==> src/rtl/sa_tile_controller.sv <==
// Tile sequencer for a ROWS x COLS weight-stationary systolic array:
// weight load, skewed input stream, drain, with stall and start/done handshake.
module sa_tile_controller #(
  parameter int unsigned ROWS  = 4,
  parameter int unsigned COLS  = 4,
  parameter int unsigned K_MAX = 16,
  parameter int unsigned CW    = 8
) (
  input  logic                         clk_i,
  input  logic                         rst_i,
  input  logic                         start_i,
  input  logic [$clog2(K_MAX+1)-1:0]   k_len_i,
  input  logic                         accumulate_i,
  input  logic                         ready_i,
  output logic                         busy_o,
  output logic                         done_o,
  output logic                         err_o,
  output logic [2*ROWS-1:0]            pe_mode_o,
  output logic [ROWS-1:0]              add_zero_o,
  output logic [ROWS-1:0]              in_valid_o,
  output logic [COLS-1:0]              acc_valid_o,
  output logic                         acc_clear_o
);

  localparam int unsigned KW    = $clog2(K_MAX + 1);
  localparam int unsigned DRAIN = ROWS + COLS - 1;

  localparam logic [1:0] M_HOLD = 2'd0;
  localparam logic [1:0] M_PASS = 2'd1;
  localparam logic [1:0] M_LOAD = 2'd2;
  localparam logic [1:0] M_PROC = 2'd3;

  typedef enum logic [1:0] {S_IDLE, S_LOAD, S_PROC, S_DONE} state_t;

  state_t          state, state_n;
  logic [CW-1:0]   p, p_n, p_last;
  logic [KW-1:0]   k, k_n;
  logic            acc, acc_n;
  logic            stall_n, err_n;

  logic [2*ROWS-1:0] pe_mode_n;
  logic [ROWS-1:0]   add_zero_n, in_valid_n;
  logic [COLS-1:0]   acc_valid_n;
  logic              acc_clear_n, busy_n, done_n;

  // Next state, phase counter and latched tile parameters.
  always_comb begin
    state_n = state;
    p_n     = p;
    k_n     = k;
    acc_n   = acc;
    stall_n = 1'b0;
    err_n   = 1'b0;
    p_last  = CW'(k) + CW'(DRAIN) - CW'(1);
    case (state)
      S_IDLE: begin
        if (start_i) begin
          if (k_len_i == '0) begin
            err_n = 1'b1;
          end else begin
            state_n = S_LOAD;
            p_n     = '0;
            k_n     = (k_len_i > KW'(K_MAX)) ? KW'(K_MAX) : k_len_i;
            acc_n   = accumulate_i;
          end
        end
      end
      S_LOAD: begin
        if (!ready_i) begin
          stall_n = 1'b1;
        end else if (p == CW'(ROWS - 1)) begin
          state_n = S_PROC;
          p_n     = '0;
        end else begin
          p_n = p + CW'(1);
        end
      end
      S_PROC: begin
        if (!ready_i) begin
          stall_n = 1'b1;
        end else if (p == p_last) begin
          state_n = S_DONE;
        end else begin
          p_n = p + CW'(1);
        end
      end
      default: state_n = S_IDLE;
    endcase
  end

  // Output decode of the upcoming cycle's state and phase, registered below.
  always_comb begin
    pe_mode_n   = '0;
    add_zero_n  = '0;
    in_valid_n  = '0;
    acc_valid_n = '0;
    acc_clear_n = 1'b0;
    busy_n      = (state_n != S_IDLE);
    done_n      = (state_n == S_DONE);
    case (state_n)
      S_LOAD: begin
        if (!stall_n) begin
          for (int r = 0; r < int'(ROWS); r++)
            pe_mode_n[2*r +: 2] = (p_n == CW'(ROWS - 1)) ? M_LOAD : M_PASS;
        end
      end
      S_PROC: begin
        add_zero_n = ROWS'(1);
        if (!stall_n) begin
          for (int r = 0; r < int'(ROWS); r++) begin
            pe_mode_n[2*r +: 2] = M_PROC;
            in_valid_n[r] = (p_n >= CW'(r)) && (p_n < CW'(r) + CW'(k_n));
          end
          for (int c = 0; c < int'(COLS); c++)
            acc_valid_n[c] = (p_n >= CW'(c + ROWS)) && (p_n < CW'(c + ROWS) + CW'(k_n));
          acc_clear_n = (p_n == '0) && !acc_n;
        end
      end
      default: pe_mode_n = {ROWS{M_HOLD}};
    endcase
  end

  always_ff @(posedge clk_i) begin
    if (rst_i) begin
      state       <= S_IDLE;
      p           <= '0;
      k           <= '0;
      acc         <= 1'b0;
      busy_o      <= 1'b0;
      done_o      <= 1'b0;
      err_o       <= 1'b0;
      pe_mode_o   <= '0;
      add_zero_o  <= '0;
      in_valid_o  <= '0;
      acc_valid_o <= '0;
      acc_clear_o <= 1'b0;
    end else begin
      state       <= state_n;
      p           <= p_n;
      k           <= k_n;
      acc         <= acc_n;
      busy_o      <= busy_n;
      done_o      <= done_n;
      err_o       <= err_n;
      pe_mode_o   <= pe_mode_n;
      add_zero_o  <= add_zero_n;
      in_valid_o  <= in_valid_n;
      acc_valid_o <= acc_valid_n;
      acc_clear_o <= acc_clear_n;
    end
  end

endmodule
==> config.mk <==
export PLATFORM = sky130hd
export DESIGN_NAME = sa_tile_controller
export DESIGN_NICKNAME = d
export VERILOG_FILES = /design/src/rtl/sa_tile_controller.sv
export SDC_FILE = /design/constraint.sdc
export NUM_CORES = 1
export LEC_CHECK = 0
export BUFFER_PORTS_ARGS = -buffer_cell sky130_fd_sc_hd__buf_2
export CAP_MARGIN = 25
export CORE_ASPECT_RATIO = 2
export CORE_MARGIN = 2
export CORE_UTILIZATION = 55
export DETAILED_ROUTE_END_ITERATION = 6
export PLACE_DENSITY = 0.74
export SYNTH_ARGS = -nofsm -noshare
export SYNTH_HDL_FRONTEND = slang
export SYNTH_SLANG_ARGS = --single-unit
==> constraint.sdc <==
create_clock -name clk_i -period 8.3 [get_ports clk_i]
set_input_delay 0 -clock clk_i [delete_from_list [all_inputs] [get_ports clk_i]]
set_output_delay 0 -clock clk_i [all_outputs]
set_load 0.005 [all_outputs]
Word level (Yosys, flattened, before mapping)
Index checks and enable logic that the tools add are counted.
{"block": "totals", "register_bits": 40, "inputBits": 10, "out_inout_bits": 24, "elab_cells": 96}
{"block": "classes", "n_addsub": 10, "magnitude_cmp": 17, "eq_ne": 8, "n_mux": 29, "bitwise": 3, "reduce_logical": 17}
{"op": "$mux 8", "n": 8}
{"op": "$lt 8x6->1", "n": 7}
{"op": "$ge 8x3->1 const B", "n": 4}
{"op": "$add 3x5->6 const A", "n": 4}
{"op": "$pmux 8 s3", "n": 1}
{"op": "$mux 5", "n": 4}
{"op": "$eq 8x2->1 const B", "n": 2}
{"op": "$ge 8x1->1 const B", "n": 2}
{"op": "$ge 8x2->1 const B", "n": 2}
{"op": "$pmux 8 s2", "n": 1}
{"op": "$mux 2", "n": 7}
{"op": "$add 2x5->6 const A", "n": 2}
{"op": "$logic_and 1x1->1", "n": 9}
{"op": "$add 8x1->8 const B", "n": 1}
{"op": "$eq 8x8->1", "n": 1}
{"op": "$logic_not 8->1", "n": 1}
{"op": "$lt 8x5->1", "n": 1}
{"op": "$mux 1", "n": 7}
{"op": "$sub 6x1->7 const B", "n": 1}
{"op": "$add 1x5->6 const A", "n": 1}
{"op": "$add 5x3->6 const B", "n": 1}
{"op": "$eq 2x2->1 const B", "n": 3}
{"op": "$pmux 2 s3", "n": 1}
{"op": "$reduce_or 3->1", "n": 2}
{"op": "8 further kinds", "n": 11}

Longest topological paths before layout
{"block": "depth", "word_depth": 10, "depth_mapped": 17, "ltp_nobuf": 16}

Worst setup path before layout
No wires, ideal clock.
{"block": "synth_path", "path_kind": "flip-flop to flip-flop", "from": "register state[0]", "to": "register in_valid_o[1]", "setup_ps": 74, "arrival_time_ps": 3218, "path_slack_ps": 5008, "stages_incl_launch_ff": 15, "path_buffers": 0, "cell_sequence": "dfxtp_1 > inv_1 > ha_1 > nor2b_1 > a21oi_1 > a21boi_0 > or4_2 > o32ai_4 > nor2_1 > ha_1 > a21o_1 > a21o_1 > a211oi_1 > o21ai_0 > a31oi_1"}
{"block": "synth_between", "word_cells_on_any_way": 21, "classes_between": "add/sub (1); order compare (2); eq/ne (3); mux (10); bitwise (1); reduce/logical (4)"}
{"element": "start, declared", "line_no": "35", "rtl": "state_t state, state_n;"}
{"element": "start signal, assigned", "line_no": "138", "rtl": "state <= state_n;"}
{"element": "$eq 2x2->1, or another cell as far along", "line_no": "55", "rtl": "case (state)"}
{"element": "$pmux 8 s3 (*)", "line_no": "55"}
{"element": "via p_n[3]", "line_no": "36", "rtl": "logic [CW-1:0] p, p_n, p_last;"}
{"element": "$ge 8x1->1 or $lt 8x6->1 (tied branches)", "line_no": "112", "rtl": "in_valid_n[r] = (p_n >= CW'(r)) && (p_n < CW'(r) + CW'(k_n));"}
{"element": "$logic_and 1x1->1 (*)", "line_no": "112"}
{"element": "end signal, assigned", "line_no": "147", "rtl": "in_valid_o <= in_valid_n;"}
{"element": "end, declared", "line_no": "20", "rtl": "output logic [ROWS-1:0] in_valid_o,"}
The timed path passes the listed nets; every way through them passes the cells marked *.
A chain may end at the register's enable or synchronous reset.

Final worst setup path
{"block": "layout_path", "from": "register p[0]", "to": "register acc_valid_o[3]"}
{"block": "layout_between", "elab_chain_len": 7, "word_cells_on_any_way": 21, "classes_between": "add/sub (1); order compare (2); eq/ne (3); mux (12); bitwise (1); reduce/logical (2)"}
{"element": "start, declared", "line_no": "36"}
{"element": "start signal, assigned", "line_no": "139", "rtl": "p <= p_n;"}
{"element": "branches (longest 7 deep; another with $add 8x1->8)"}
{"element": "end signal, assigned", "line_no": "148", "rtl": "acc_valid_o <= acc_valid_n;"}
{"element": "end, declared", "line_no": "21", "rtl": "output logic [COLS-1:0] acc_valid_o,"}
Parallel ways; which one is timed is not known.

==> run summary <==
Post-Synthesis Cell Area: 3323 sq um
syn avg cell area: 8.066 sq um
critical path required time: 8.49 ns
first-pass GRT wire length: 15590 um
Most common cell on crit path: ha_1
WHS Endpoint: err_o
Root Driver: clkbuf_16
Seq/Total Area, Yosys: 18.67%
die height: 113.9 um
failing checks: DRC
RSZ-0062 raised after global routing: false
multiplexer area fraction after synthesis: 0.3012%
Ports: 34
TritonCTS clock tree: built
Ys Warns: 0
GRT overflow: 0
Critical R2R Capture: acc_valid_o[3]
DR vias: 3239
Antenna diodes: 0
slowest CP cell: dfxtp_1
post-synthesis compound-gate area fraction: 25.11%
# rows: 40
crit path kind: register to register
ys async rst share: 0%
CORE AREA: 5906 sq um
worst-path fanout max: 9
share of layout cells above drive strength 1: 14.85%
post-route ant nets: 0
Iteration-0 DRC Markers: 224
most frequent cells in the layout: 52 x ha_1, 36 x nor2_1, 31 x dfxtp_1, 30 x nand2_1, 30 x buf_2
Reg clk slew, reported paths: 0.05 ns
Max IR drop VDD: 0.1384 mV
routed vias/inst: 6.557
Fin. Hold Viols: 0
EDFF count, synth: 0
Top FF cell, synth: dfxtp_1
CP cell instances: ha_1, or4b_4, nor4_4, nand2_1, a211oi_1, a21oi_1, o21bai_1, ha_1, nand3_1, a211o_1, nor3_1
Setup WS pre-CTS: 4.530 ns
Reg2Reg Depth: 11
max incr delay on CP: 0.51 ns
post-synthesis simple-gate area fraction: 23.34%
filler instances: 540
worst slew pin tran: 1.068 ns
setup TNS: 0 ns
worst min path class: input port to register
Hold Crit Depth: 3
Post-CTS Setup Inserts: 0
largest net degree at the start of global routing: 22
Post-Syn Instances: 412
r2r startpoint: p[0]
total number of H-tree levels: 2
Final nets: 492
Die X-Extent: 58.97 um
die area: 6718 sq um
final slew viol count: 0
vias in the first global route: 3240
Synth Area in Adders: 19.58%
P_leak: 1.674 nW
status: finished with violations
cts bufs inserted: 5
crit end category: register
final hold slack: 0.04354 ns
Tcrit/Tclk final: 46.57%
DR WL/cell: 19.44 um
CTS sink cnt: 31
CP Launch Type: register
post_cts resized: 0
clock latency on the worst-skew pair: 0.29 ns
#FFs+latches synth: 31
Hold Buf Count CTS: 1
number of remaining DRC errors: 4
Tot GR Track Use: 30.33%
Final min period: 3.866 ns
Initial Util: 56.27%
DRT Pass-1 Iters: 7
max_slew headroom: 28.18%
buffers added on ports: 30
critical path arrival: 4.06 ns
clock buffer depth: 2
placed wire-length estimate: 7197 um
largest family of logic cells by synthesized area: compound AO/OA/AOI/OAI gates
Power Dens Cells: 135.7 nW/um^2
most common cell after layout, fill and taps aside: ha_1
Clock Skews: 0.007362 ns
post-synth top area cell: ha_1
fmax: 258.7 MHz
largest cells by area after synthesis: ha_1 20%, dfxtp_1 19%, nor2_1 4.1%
Worst Min Path Start: start_i
Post-Synth XOR/XNOR Area: 5.535%
post-synth top area share: 19.58%
initial antenna violation count: 0
total of max-cap violations: 0
synthesis-to-layout area growth: 8.810%
Setup violations, final: 0
FF-to-FF setup slack: 4.43 ns
synth unique cells: 74
final wirelength: 9604 um
setup ws final: 4.434 ns
Routability Congestion: 1.003
cell type report:
cell class	count	area, sq um	share of cell area (%)
Multi-Input combinational cell	332	2466	68.20
Inverter	27	101.3	2.803
Timing Repair Buffer	33	175.2	4.844
Clock buffer	6	138.9	3.841
Tap cell	63	78.83	2.180
Sequential cell	31	620.6	17.16
Clock inverter	2	35.03	0.9689
cell families after synthesis:
group / after synthesis
adder cells (fa/ha/maj): 52
buffers and inverters: 51
AO/OA/AOI/OAI: 113
AND/OR/NAND/NOR: 142
other: 1
flip-flops: 31
XOR/XNOR: 21
multiplexers: 1
critical path, delay by kind of cell (launching register included):
| kind | cells | cell delay [ns] |
|---|---|---|
| and+or+nand+nor | 5 | 1.47 |
| AOI/OAI and AO/OA | 4 | 1.11 |
| DFF | 1 | 0.51 |
| adders and majority gates | 2 | 0.65 |
through the flow:
step	area (sq um)	util [%]	instances	power [mW]
detailed placement	3432	58.11	485	0.2693
CTS	3616	61.23	494	0.4927
finish	3616	61.23	494	0.4908
global placement	3432	58.11	485	0.2647
global route	3616	61.23	494	0.5108
floorplan	3331	-	414	0.2396
state kept, by name (all words and copies together) (netlist names):
signal / cells
acc: 1
in_valid_o: 4
acc_valid_o: 4
p: 8
pe_mode_o: 2
add_zero_o: 1
busy_o: 1
err_o: 1
k: 5
done_o: 1
acc_clear_o: 1
state: 2
power breakdown:
part	switching, mW	internal (mW)	total (mW)	leakage [nW]
Sequential	0.00353	0.152	0.156	0.251
Combinational	0.0724	0.0409	0.113	1.34
Clock	0.0723	0.149	0.221	0.0868
cell usage after synthesis, types with 2 or more instances:
master / count
a2111oi_2: 2
a211o_1: 6
a211oi_1: 8
a21boi_0: 2
a21o_1: 13
a21oi_1: 26
a22o_1: 2
a311o_1: 2
a31oi_1: 6
and2_1: 4
and3_1: 3
buf_2: 6
buf_4: 10
clkbuf_1: 7
dfxtp_1: 31
ha_1: 52
inv_1: 25
nand2_1: 30
nand2b_1: 5
nand3_1: 7
nand4_1: 6
nor2_1: 36
nor2_2: 3
nor2b_1: 7
nor3_1: 10
nor3_4: 2
nor3b_1: 2
nor4_1: 8
o2111ai_1: 2
o211ai_1: 2
o21a_1: 2
o21ai_0: 14
o21ai_1: 2
o21bai_1: 2
o31a_1: 3
o31ai_1: 2
o41ai_1: 2
or3_1: 5
xnor2_1: 15
xor2_1: 6
worst max-delay path by stage:
stage | startpoint | to | slack [ns] | cells after the start
after floorplan | state[0] | in_valid_o[1] | 5.01 | 14
after global placement | state[1] | in_valid_o[1] | 4.53 | 14
after detailed placement | state[0] | in_valid_o[1] | 4.53 | 14
after CTS | p[0] | acc_valid_o[3] | 4.48 | 11
after global routing | p[0] | acc_valid_o[3] | 4.13 | 11
final | p[0] | acc_valid_o[3] | 4.43 | 11
per-layer routing:
metal  track usage (%)  share of wire [%]  vias to the layer above
li1                  -                  -                     1525
met1             35.11                 38                     1537
met2             50.89                 51                      140
met3             3.855                6.1                       37
met4             18.79                5.3                        0
met5                 0                  0                        -
(Power assumes the default switching activity.)
